$ cat src/rtl/seq_dot_mac_pkg.sv
// Shared types and constants for the sequential dot-product MAC.
// Holds the FSM state enum, default sizes and the result width helper.
package seq_dot_mac_pkg;

  localparam int DATA_W_DEF = 16;
  localparam int N_DEF      = 16;

  typedef enum logic [2:0] {
    IDLE,
    LOAD_A,
    LOAD_B,
    DRAIN,
    OUT
  } state_t;

  function automatic int out_w(input int dw, input int n);
    return 2 * dw + $clog2(n);
  endfunction

endpackage

$ cat src/rtl/seq_dot_mac_abuf.sv
// N x DATA_W buffer for vector A: written in order, read by index.
// Ports: clk, we/waddr/wdata write side, raddr/rev/rdata read side.
module seq_dot_mac_abuf #(
  parameter int DATA_W = 16,
  parameter int N      = 16
) (
  input  logic                 clk,
  input  logic                 we,
  input  logic [$clog2(N)-1:0] waddr,
  input  logic [DATA_W-1:0]    wdata,
  input  logic [$clog2(N)-1:0] raddr,
  input  logic                 rev,
  output logic [DATA_W-1:0]    rdata
);

  localparam int AW = $clog2(N);

  logic [DATA_W-1:0] mem [N];
  logic [AW-1:0]     ra;

  // Contents are always overwritten before being read, so no reset.
  always_ff @(posedge clk) begin
    if (we) mem[waddr] <= wdata;
  end

  assign ra    = rev ? (AW'(N - 1) - raddr) : raddr;
  assign rdata = mem[ra];

endmodule

$ cat src/rtl/seq_dot_mac.sv
// Sequential dot product / reversed correlation of two N-word vectors.
// Ports: clk, rst_n, in_valid/in/in_mode stream in, out_valid/out result.
module seq_dot_mac
  import seq_dot_mac_pkg::*;
#(
  parameter int DATA_W = DATA_W_DEF,
  parameter int N      = N_DEF,
  parameter int OUT_W  = out_w(DATA_W, N)
) (
  input  logic              clk,
  input  logic              rst_n,
  input  logic              in_valid,
  input  logic [DATA_W-1:0] in,
  input  logic              in_mode,
  output logic              out_valid,
  output logic [OUT_W-1:0]  out
);

  localparam int AW = $clog2(N);
  localparam int CW = AW + 1;
  localparam int PW = 2 * DATA_W;

  state_t                  state;
  logic [CW-1:0]           cnt;
  logic                    mode;
  logic [AW-1:0]           idx;
  logic [AW-1:0]           waddr;
  logic                    take;
  logic                    a_we;
  logic [DATA_W-1:0]       a_rd;
  logic signed [PW-1:0]    prod;
  logic                    prod_v;
  logic signed [OUT_W-1:0] acc;

  // Low counter bits index A while loading A and B while loading B.
  assign idx   = cnt[AW-1:0];
  assign waddr = (state == IDLE) ? '0 : idx;

  // In IDLE the cycle carrying out_valid must not start a burst.
  assign take = in_valid &
                (((state == IDLE) & ~out_valid) |
                 (state == LOAD_A) |
                 (state == LOAD_B));

  assign a_we = take & ((state == IDLE) | (state == LOAD_A));

  seq_dot_mac_abuf #(
    .DATA_W(DATA_W),
    .N     (N)
  ) u_abuf (
    .clk  (clk),
    .we   (a_we),
    .waddr(waddr),
    .wdata(in),
    .raddr(idx),
    .rev  (mode),
    .rdata(a_rd)
  );

  always_ff @(posedge clk or negedge rst_n) begin
    if (!rst_n) begin
      state     <= IDLE;
      cnt       <= '0;
      mode      <= 1'b0;
      prod      <= '0;
      prod_v    <= 1'b0;
      acc       <= '0;
      out_valid <= 1'b0;
      out       <= '0;
    end else begin
      prod_v    <= 1'b0;
      out_valid <= 1'b0;
      out       <= '0;
      if (prod_v)
        acc <= acc + {{(OUT_W - PW){prod[PW-1]}}, prod};
      unique case (state)
        IDLE: begin
          if (take) begin
            mode  <= in_mode;
            cnt   <= CW'(1);
            acc   <= '0;
            state <= LOAD_A;
          end
        end
        LOAD_A: begin
          if (take) begin
            cnt <= cnt + CW'(1);
            if (idx == AW'(N - 1)) state <= LOAD_B;
          end
        end
        LOAD_B: begin
          if (take) begin
            prod   <= $signed(a_rd) * $signed(in);
            prod_v <= 1'b1;
            if (idx == AW'(N - 1)) begin
              cnt   <= '0;
              state <= DRAIN;
            end else begin
              cnt <= cnt + CW'(1);
            end
          end
        end
        // Two cycles: product lands, then the last accumulate.
        DRAIN: begin
          if (cnt[0]) begin
            cnt   <= '0;
            state <= OUT;
          end else begin
            cnt <= cnt + CW'(1);
          end
        end
        OUT: begin
          out_valid <= 1'b1;
          out       <= acc;
          state     <= IDLE;
        end
        default: state <= IDLE;
      endcase
    end
  end

endmodule

$ cat config.mk
export PLATFORM = sky130hd
export DESIGN_NAME = seq_dot_mac
export DESIGN_NICKNAME = d
export VERILOG_FILES = /design/src/rtl/seq_dot_mac_pkg.sv /design/src/rtl/seq_dot_mac_abuf.sv /design/src/rtl/seq_dot_mac.sv
export SDC_FILE = /design/constraint.sdc
export NUM_CORES = 1
export LEC_CHECK = 0
export CAP_MARGIN = 10
export CORE_MARGIN = 2
export CORE_UTILIZATION = 50
export CTS_CLUSTER_DIAMETER = 60
export DETAILED_ROUTE_END_ITERATION = 12
export MAX_ROUTING_LAYER = met4
export PLACE_DENSITY = 0.69
export SLEW_MARGIN = 20
export SYNTH_ARGS = -nofsm -noshare
export SYNTH_HDL_FRONTEND = slang
export SYNTH_SLANG_ARGS = --single-unit
$ cat constraint.sdc
create_clock -name clk -period 7.99 [get_ports clk]
set_input_delay 1.598 -clock clk [delete_from_list [all_inputs] [get_ports clk]]
set_output_delay 1.598 -clock clk [all_outputs]
set_load 0.005 [all_outputs]
# Word level (Yosys, flattened, before mapping)
# Memories as Yosys holds them, arrays and structs flattened.
# Cells that the tools add are included.
# op_classes
multipliers,1
n_eq_ne,11
addsub,3
n_reduce_logical,6
bitwise_logic,7
n_mux,24
# op_table
cell,n
36-bit 2-to-1 mux,4
36-bit adder,1
16-bit by 16-bit multiplier with 32-bit output,1
5-bit 2-to-1 mux,5
5-bit one-hot mux with 4 select lines,1
3-bit 2-to-1 mux,6
3-bit one-hot mux with 4 select lines,1
4-bit 2-to-1 mux,2
"2-bit != test, second input constant",4
"3-bit by 2-bit == test with 1-bit output, second input constant",2
6-bit AND reduction,1
"5-bit by 1-bit adder with 5-bit output, second input constant",1
1-bit 2-to-1 mux,5
"4-bit == test, second input constant",1
"2-bit by 1-bit != test with 1-bit output, second input constant",2
2-bit AND reduction,2
4-bit AND reduction,1
4-bit nonzero test,1
"4-bit subtractor, first input constant",1
1-bit bitwise AND,3
"3-bit by 1-bit == test with 1-bit output, second input constant",1
"3-bit == test, second input constant",1
3-bit zero test,1
1-bit bitwise OR,3
1-bit inverter,1
# totals
input_bits,20
n_memories,1
output_inout_bits,37
ram_bits,256
register_bits,115
elab_cells,61
# mem_list
name,depth,width,rd,rd_ports_with_merged_regs,write_ports,line_no,rtl
u_abuf.mem,16,16,1,0,1,seq_dot_mac_abuf.sv:18,logic [DATA_W-1:0] mem [N];

# Depth between registers and ports, before layout
# Gate-level depths: netlist of run 1.
# depth
word_depth,8
mapped_depth,29
ltp_nobuf,26

# By module
# Synthesis of run 1 repeated with hierarchy kept, for this count alone.
# unflattened
hier_cells,2581
hier_area_um2,27767.9
# modules_own_cells
mod,instances,area_each_um2,seq_area_each_um2,cells_each
seq_dot_mac,1,15816.4,2852.7,1693
seq_dot_mac_abuf,1,11951.5,7687.4,888

# Least setup slack after synthesis of run 1
# Ideal clock, no wire load.
# synth_path
path_type,flip-flop to flip-flop
start,register cnt[1]
end,register prod[31]
period_less_slack_ns,7.542
slack_ns,0.448
stages_incl_launch_ff,27
path_buffers,2
t_required_ns,7.855
setup_time_ns,0.135
t_arrival_ns,7.407
cell_sequence,dfrtp_1 > buf_2 > xor2_2 > clkbuf_1 > mux4_2 > mux4_2 > and2_1 > inv_1 > fa_1 > inv_1 > fa_1 > fa_1 > fa_1 > fa_1 > inv_1 > fa_1 > inv_1 > ha_1 > a21oi_1 > o21ai_0 > a21o_1 > a21oi_1 > o211ai_1 > a2111o_1 > a31oi_1 > xnor2_1 > o21ai_0
# synth_between
elab_chain_cells,4
# synth_rtl
element,line_no,rtl
start: declaration,seq_dot_mac.sv:24,logic [CW-1:0] cnt;
start signal: assignment,seq_dot_mac.sv:87,cnt <= cnt + CW'(1);
start signal: assignment,seq_dot_mac.sv:99,cnt <= cnt + CW'(1);
start signal: assignment,seq_dot_mac.sv:109,cnt <= cnt + CW'(1);
4-bit subtractor,seq_dot_mac_abuf.sv:26,assign ra = rev ? (AW'(N - 1) - raddr) : raddr;
4-bit 2-to-1 mux (*),seq_dot_mac_abuf.sv:26,
memory read 16 x 16 bit (*),n/a,
16-bit by 16-bit multiplier with 32-bit output (*),seq_dot_mac.sv:93,prod <= $signed(a_rd) * $signed(in);
end signal: assignment,seq_dot_mac.sv:93,
end: declaration,seq_dot_mac.sv:31,logic signed [PW-1:0] prod;
# Mark *: on every way between the ends. The rest lies on a longest branch, timed or not.
# A chain may end at the register's enable or synchronous reset.

# Worst setup path in the final report of run 1
# layout_path
start,register cnt[0]
end,register prod[31]
# Same word-level chain as after synthesis.

==> flow_summary.yaml, run 1 <==
critical_path:
  crit_type: "flip-flop to flip-flop"
  cp.arrival_ns: 8.20
  slowest_delay_ns: 0.58
  critPathLaunchType: "flip-flop"
  worstPathRequired_ns: 8.40
  slowest_stage: "mux4_2"
  critPathMaxFanout: 8
  endpoint_kind: "flip-flop"
  cpMostUsedCell: "fa_1"
die:
  num_rows: 83
  die_w_um: 231.0
  die_area_um2: 53380
  fp.dieH_um: 231.0
  start_util_pct: 50.45
  coreArea_um2: 51090
  ioPinCount: 57
clocking:
  cts.sinks: 370
  clkSlewWorstSetupHoldPaths_ns: 0.06
  worstSkewPairLatency_ns: 0.56
  h-tree-depth: 2
  cts_buffers: 41
  postCtsHoldBufs: 0
  root_buffer: "clkbuf_16"
  clockBufferDepth: 3
  cts_tree: "done"
route:
  highest_layer: "met4"
  routed-wl-met2_um: 27410
  met3_length_um: 4286
  via_per_inst: 5.545
  met1Wirelength_um: 25960
  drt_wl_total_um: 58630
  route.vias.total: 16320
  wl_per_cell_um: 19.92
  drtIter0Drc: 1338
  drc: 0
  dr.pass1.iters: 5
  ant_nets: 0
global_routing:
  grt_start_max_net_pins: 64
  grt_pass1_wl_um: 94050
  antenna_found_initial: 0
  globalRouteOverflowTotal: 0
  grt_usage_pct: 23.30
  grt_pass1_vias: 17140
logic_synthesis:
  synth-edff-count: 256
  synth_area_um2: 25770
  synth.top_cells.by_count: "305 x inv_1, 263 x fa_1, 256 x edfxtp_1"
  syn_inst: 2095
  synth.top_cell.area_share_pct: 29.83
  synth-warning-count: 0
  yosysSeqAreaShare_pct: 40.89
  ys_types: 70
  async_flop_share_pct: 30.81
  syn-num-nets: 2497
  synth_top_cell_by_area: "edfxtp_1"
  syn_avg_cell_area_um2: 12.30
  synthTopCellsByArea: "edfxtp_1 30%, fa_1 20%, dfrtp_1 11%"
  synth_most_common_cell: "inv_1"
  synthFlopType: "edfxtp_1"
  synth_seq_cells: 370
place:
  dp_hpwl_um: 40920
  portBuffers: 56
  place_congestion: 0.9797
  dpl.cell_count: 2845
hold_path:
  hold_path_class: "flip-flop to flip-flop"
sta:
  fmax_ghz: 0.1284
  setup_violations: 0
  period_share_pct: 97.45
  slew_headroom_pct: 50.46
  rsz0062_at_grt: "true"
  finalHoldViolCount: 0
  period_needed_ns: 7.786
  worst_pin_slew_ns: 0.7431
  skew_ns: 0.01442
  drv_slew: 0
finish:
  finalNetCount: 2638
  diodes: 0
  area_delta_synth_final_pct: 13.98
  layout-drive-gt1-share_pct: 13.30
  fin_cells: 2944
outcome:
  status: "finished clean"
job:
  drv_cap: 0
==> layout make-up <==
cell class,count,area (um^2)
inverters,306,1149
well taps,680,850.8
flip-flops and latches,370,10550
fillers,4160,21720
multi-input cells,1342,13850
clock buffers,49,1076
clock inverters,22,219.0
repair buffers,175,1684
==> logic make-up after synthesis <==
| group | after synthesis | synth area share, % |
|---|---|---|
| compound gates | 237 | 5.767 |
| xor+xnor | 63 | 2.243 |
| fa+ha+maj | 382 | 26.20 |
| buf+inv | 384 | 6.053 |
| flops | 370 | 40.89 |
| mux | 108 | 8.155 |
| simple gates | 551 | 10.68 |
==> registers in the layout, indices dropped and copies added (netlist names) <==
register and flops:
out 36, out_valid 1, mode 1, u_abuf.mem 256, state 3, cnt 4
prod_v 1, acc 36, prod 32
==> path summary, 6_finish.rpt <==
| path | startpoint | to | slack [ns] | cells past startpoint |
|---|---|---|---|---|
| worst max-delay path | cnt[0] | prod[31] | 0.20 | 26 |
| min in group asynchronous | rst_n | cnt[2] | 1.07 | 1 |
| max in group asynchronous | rst_n | out[20] | 5.69 | 2 |
| worst min register to register | prod[4] | prod[4] | 0.49 | 2 |
| worst min-delay path | prod[4] | prod[4] | 0.49 | 2 |
| worst max register to register | cnt[0] | prod[31] | 0.20 | 26 |
==> worst max-delay path: cells and delay by family (launching register included) <==
kind                     cells  cell delay [ns]
flip-flops                   1             0.44
adder cells (fa/ha/maj)      7             3.27
AO/OA/AOI/OAI                6             1.14
XOR/XNOR                     2             0.37
multiplexers                 2             1.09
buffers and inverters        7             0.90
AND/OR/NAND/NOR              2             0.42
==> what timing repair did <==
action / 4_1_cts / 5_1_grt
buffers inserted: 0 / 24
endpoints found under the setup margin: 0 / 9
resized for setup: 0 / 41
hold endpoints to repair: 0 / 0
==> through the flow <==
step	setup TNS (ns)	util [%]	hold slack [ns]	instance area [um^2]	setup WS, ns
3_5_place_dp	0	54.02	0.4753	27600	0.07834
3_3_place_gp	0	54.02	0.4717	27600	0.1803
6_report	0	57.50	0.4864	29380	0.2036
4_1_cts	0	56.56	0.4916	28900	0.1065
5_1_grt	-0.2496	57.50	0.5201	29380	-0.1241
2_1_floorplan	0	-	0.4523	25770	0.4481
==> metal layers <==
| layer | vias to the layer above | track usage (%) |
|---|---|---|
| met5 | - | - |
| met4 | 0 | 4.919 |
| met3 | 75 | 3.728 |
| met2 | 554 | 35.99 |
| met1 | 8370 | 33.01 |
| li1 | 7325 | - |
==> cell usage in the layout, fill, tap and decap left out, types with 9 or more instances in the layout <==
cell type,netlist,final
and2_1,156,152
inv_1,305,304
xor2_1,21,20
ha_1,119,115
nor2_1,87,87
mux2i_1,27,27
xnor2_1,40,39
a211oi_1,10,10
buf_12,0,11
o21a_1,16,16
dfrtp_1,114,112
edfxtp_1,256,256
nand3_1,18,16
o21ai_0,64,62
clkbuf_16,0,44
nand3b_1,11,11
nand2_1,200,197
a21o_1,30,30
clkdlybuf4s50_1,0,55
mux4_2,75,76
buf_4,11,99
nor2b_1,9,9
nand2b_1,14,14
nor3_1,12,12
fa_1,263,260
a21oi_1,63,58
Power of run 1 is left out: the tool's default activity adds up to more than one toggle a clock period on the data nets, which glitch-free logic cannot reach.
==> inputs of run 2 (changes only) <==
- SLEW_MARGIN: 20 -> 0
==> flow_summary.yaml, run 2 (synthesis gave the netlist of run 1 again) <==
critical_path:
  slowest_delay_ns: 0.58
  critPathMaxFanout: 8
  r2r_cells: 26
  crit_type: "flip-flop to flip-flop"
  r2r_end: "prod[31]"
  reg2reg_slack_ns: 0.21
  timing.rr.start: "cnt[0]"
  slowest_stage: "mux4_2"
  cp.arrival_ns: 8.20
  cpMostUsedCell: "fa_1"
  endpoint_kind: "flip-flop"
  critPathLaunchType: "flip-flop"
  worstPathRequired_ns: 8.40
clocking:
  clockBufferDepth: 3
  postCtsHoldBufs: 0
  cts_buffers: 41
  h-tree-depth: 2
  cts.sinks: 370
  root_buffer: "clkbuf_16"
  worstSkewPairLatency_ns: 0.56
  clkSlewWorstSetupHoldPaths_ns: 0.06
  cts_tree: "done"
die:
  fp.dieH_um: 231.0
  coreArea_um2: 51090
  die_w_um: 231.0
  start_util_pct: 50.45
  num_rows: 83
  die_area_um2: 53380
  ioPinCount: 57
route:
  drc: 0
  ant_nets: 0
  drt_wl_total_um: 58630
  wl_per_cell_um: 19.92
  route.vias.total: 16340
  dr.pass1.iters: 5
  via_per_inst: 5.551
  drtIter0Drc: 1339
sta:
  drv_slew: 0
  rsz0062_at_grt: "true"
  skew_ns: 0.01445
  slew_headroom_pct: 26.62
  period_share_pct: 97.42
  period_needed_ns: 7.784
  fin_ws_ns: 0.2059
  finalHoldViolCount: 0
  worst_pin_slew_ns: 1.101
  setup_violations: 0
  fmax_ghz: 0.1285
finish:
  largest_reg_flops: 256
  finalNetCount: 2638
  num-fill-cells: 4161
  layout-drive-gt1-share_pct: 13.30
  final_common_cell: "inv_1"
  top_register: "u_abuf.mem"
  top_regs: "u_abuf.mem (256), acc (36), out (36)"
  diodes: 0
  area_delta_synth_final_pct: 13.97
  layout_common_cells: "304 x inv_1, 260 x fa_1, 256 x edfxtp_1, 197 x nand2_1, 152 x and2_1"
global_routing:
  grt_start_max_net_pins: 64
  antenna_found_initial: 0
  grt_usage_pct: 23.30
  grt_pass1_wl_um: 94050
  grt_pass1_vias: 17140
  globalRouteOverflowTotal: 0
place:
  portBuffers: 56
  place_congestion: 0.9797
  place_ws_ns: 0.07834
  dp_hpwl_um: 40920
job:
  drv_cap: 0
hold_path:
  hold_path_class: "flip-flop to flip-flop"
  whs_path_depth: 2
  holdPathEnd: "prod[4]"
  hold_start: "prod[4]"
outcome:
  status: "finished clean"
-- run 2: layout make-up --
cell class | count | area [um^2] | area share [%]
Inverter | 306 | 1149 | 3.910
Tap cell | 680 | 850.8 | 2.896
Multi-Input combinational cell | 1342 | 13850 | 47.16
Timing Repair Buffer | 175 | 1684 | 5.733
Clock inverter | 22 | 219.0 | 0.7454
Sequential cell | 370 | 10540 | 35.89
Clock buffer | 49 | 1076 | 3.663
-- run 2: worst max path at each step --
stage                 from        to  cells past startpoint
detailed placement   in[2]  prod[24]                     22
global placement     in[1]  prod[31]                     22
floorplan           cnt[1]  prod[31]                     26
CTS                   mode  prod[31]                     26
finish              cnt[0]  prod[31]                     26
global route        cnt[0]  prod[31]                     28
-- run 2: metal layers --
metal | wire length, um | vias to the layer above | global-route usage, %
li1 | - | 7323 | -
met1 | 25910 | 8383 | 33.01
met2 | 27420 | 560 | 35.99
met3 | 4330 | 75 | 3.728
met4 | 978 | 0 | 4.919
met5 | 0 | - | -
-- run 2: metrics by stage --
stage	TNS (ns)	hold slack (ns)	util [%]	instances	instance area [um^2]
global route	-0.2496	0.5201	57.49	2944	29380
global placement	0	0.4717	54.02	2845	27600
finish	0	0.4864	57.49	2944	29380
floorplan	0	0.4523	-	2095	25770
CTS	0	0.4916	56.56	2916	28900
detailed placement	0	0.4753	54.02	2845	27600
-- run 2: repair_timing --
| item | in CTS | in global routing |
|---|---|---|
| setup endpoints to repair | 0 | 9 |
| gates resized for setup | 0 | 41 |
| endpoints found under the hold margin | 0 | 0 |
| setup buffers | 0 | 24 |
-- run 2: critical path, delay by kind of cell (launching register included) --
kind            cells  cell delay (ns)
buf+inv             7             0.90
fa+ha+maj           7             3.27
xor+xnor            2             0.37
compound gates      6             1.14
mux                 2             1.09
simple gates        2             0.42
flops               1             0.44
Power of run 2 is left out for the same reason.
==> inputs of run 3 (changes only) <==
- ABC_AREA: default -> 1
==> flow_summary.yaml, run 3 <==
critical_path:
  cp.depth: 26
  crit_family: "adder cells"
  endpoint_kind: "flip-flop"
  critPathBufInv: 5
  critPathLaunchType: "flip-flop"
  worstPathRequired_ns: 8.44
  slowest_stage: "dfrtp_2"
  crit_path_start: "mode"
  r2r_end: "prod[21]"
  cp-endpoint: "prod[21]"
  r2r_cells: 26
  cpMostUsedCell: "fa_1"
  slowest_delay_ns: 0.53
  critPathMaxFanout: 38
  crit_type: "flip-flop to flip-flop"
  cp.arrival_ns: 8.06
  timing.rr.start: "mode"
  reg2reg_slack_ns: 0.38
logic_synthesis:
  yosysSeqAreaShare_pct: 38.56
  synth-edff-count: 256
  async_flop_share_pct: 30.81
  syn_inst: 3042
  synth_top_cell_by_area: "edfxtp_1"
  synth_area_um2: 27330
  synthFlopType: "edfxtp_1"
  syn_avg_cell_area_um2: 8.986
  synth-warning-count: 0
  ys_types: 45
  synth_seq_cells: 370
  synth.top_cell.area_share_pct: 28.12
  synth.top_cells.by_count: "695 x nand2_1, 530 x inv_1, 323 x nand3_1"
  synthTopCellsByArea: "edfxtp_1 28%, fa_1 19%, dfrtp_1 10%"
  synth_most_common_cell: "nand2_1"
  syn-num-nets: 3444
clocking:
  clockBufferDepth: 3
  clkSlewWorstSetupHoldPaths_ns: 0.06
  root_buffer: "clkbuf_16"
  h-tree-depth: 2
  cts_buffers: 43
  worstSkewPairLatency_ns: 0.58
  postCtsHoldBufs: 0
  cts.sinks: 370
  cts_tree: "done"
hold_path:
  whs_path_depth: 2
  hold_path_class: "flip-flop to flip-flop"
finish:
  diodes: 0
  area_delta_synth_final_pct: 10.82
  layout-drive-gt1-share_pct: 6.555
  finalNetCount: 3531
  layout_common_cells: "695 x nand2_1, 530 x inv_1, 323 x nand3_1, 282 x nor2_1, 263 x fa_1"
  top_register: "u_abuf.mem"
  largest_reg_flops: 256
  top_regs: "u_abuf.mem (256), acc (36), out (36)"
  final_common_cell: "nand2_1"
  final_area_um2: 30290
route:
  dr.pass1.iters: 5
  drt_wl_total_um: 75210
  drc: 0
  wl_per_cell_um: 19.52
  route.vias.total: 21010
  via_per_inst: 5.453
  ant_nets: 0
  drtIter0Drc: 1563
die:
  ioPinCount: 57
  start_util_pct: 50.69
  fp.dieH_um: 237.8
  die_area_um2: 56560
  coreArea_um2: 53920
  num_rows: 85
  die_w_um: 237.8
global_routing:
  grt_pass1_wl_um: 121300
  globalRouteOverflowTotal: 0
  grt_usage_pct: 28.55
  grt_pass1_vias: 21850
  grt_start_max_net_pins: 91
  antenna_found_initial: 0
place:
  portBuffers: 56
  postPlaceCellArea_um2: 28910
  place_congestion: 0.9578
  dp_hpwl_um: 56840
sta:
  fmax_ghz: 0.1315
  drv_slew: 0
  slew_headroom_pct: 41.38
  period_needed_ns: 7.606
  rsz0062_at_grt: "false"
  period_share_pct: 95.20
  finalHoldViolCount: 0
  setup_violations: 0
  setup_tns_ns: 0
  skew_ns: 0.02214
  holdWs_ns: 0.4857
  worst_pin_slew_ns: 0.8761
job:
  drv_cap: 0
outcome:
  status: "finished clean"
==> run 3: cells by family after synthesis <==
kind of cell,count (synthesis),synth area share [%]
and+or+nand+nor,1391,21.39
adders and majority gates,382,24.71
xor gates and xnor gates,31,1.144
DFF,370,38.56
buffers and inverters,639,9.383
AOI/OAI and AO/OA,228,4.770
muxes,1,0.04119
==> run 3: layout make-up <==
type                    instances  area [um^2]
clock inverters                24        245.2
inverters                     548         2058
multi-input cells            2033        14250
flip-flops and latches        370        10540
fillers                      4786        23630
clock buffers                  50         1112
well taps                     696        870.8
repair buffers                133         1211
==> run 3: what timing repair did <==
item	in CTS	in global routing
setup buffers	0	3
endpoints found under the setup margin	0	13
resized for setup	0	1
==> run 3: tightest hold or removal path, cell delays in order (launching register included) <==
cell and delay [ns]:
dfrtp_1 0.34, nand2_1 0.05, nand2_1 0.06
==> run 3: worst min path at each step <==
stage	from	endpoint	slack [ns]
finish	prod[20]	prod[20]	0.49
global route	prod[20]	prod[20]	0.52
CTS	prod[20]	prod[20]	0.50
detailed placement	prod[20]	prod[20]	0.48
global placement	prod[20]	prod[20]	0.48
floorplan	prod[2]	prod[2]	0.45
==> run 3: layer usage <==
layer | wire length [um] | vias to the layer above | track usage, % | share of wire [%]
met4 | 2951 | 0 | 10.54 | 3.9
met1 | 31070 | 10300 | 36.60 | 41
li1 | - | 9798 | - | -
met3 | 4762 | 160 | 3.170 | 6.3
met2 | 36430 | 757 | 47.24 | 48
met5 | 0 | - | - | 0
==> run 3: stage by stage <==
stage / std cells / util [%] / setup slack, ns
final: 3854 / 56.18 / 0.3839
after global routing: 3854 / 56.18 / 0.02341
after CTS: 3851 / 56.13 / 0.09893
after detailed placement: 3777 / 53.62 / 0.07334
after global placement: 3777 / 53.62 / 0.08403
after floorplan: 3042 / - / 0.8703
Power of run 3 is left out for the same reason.
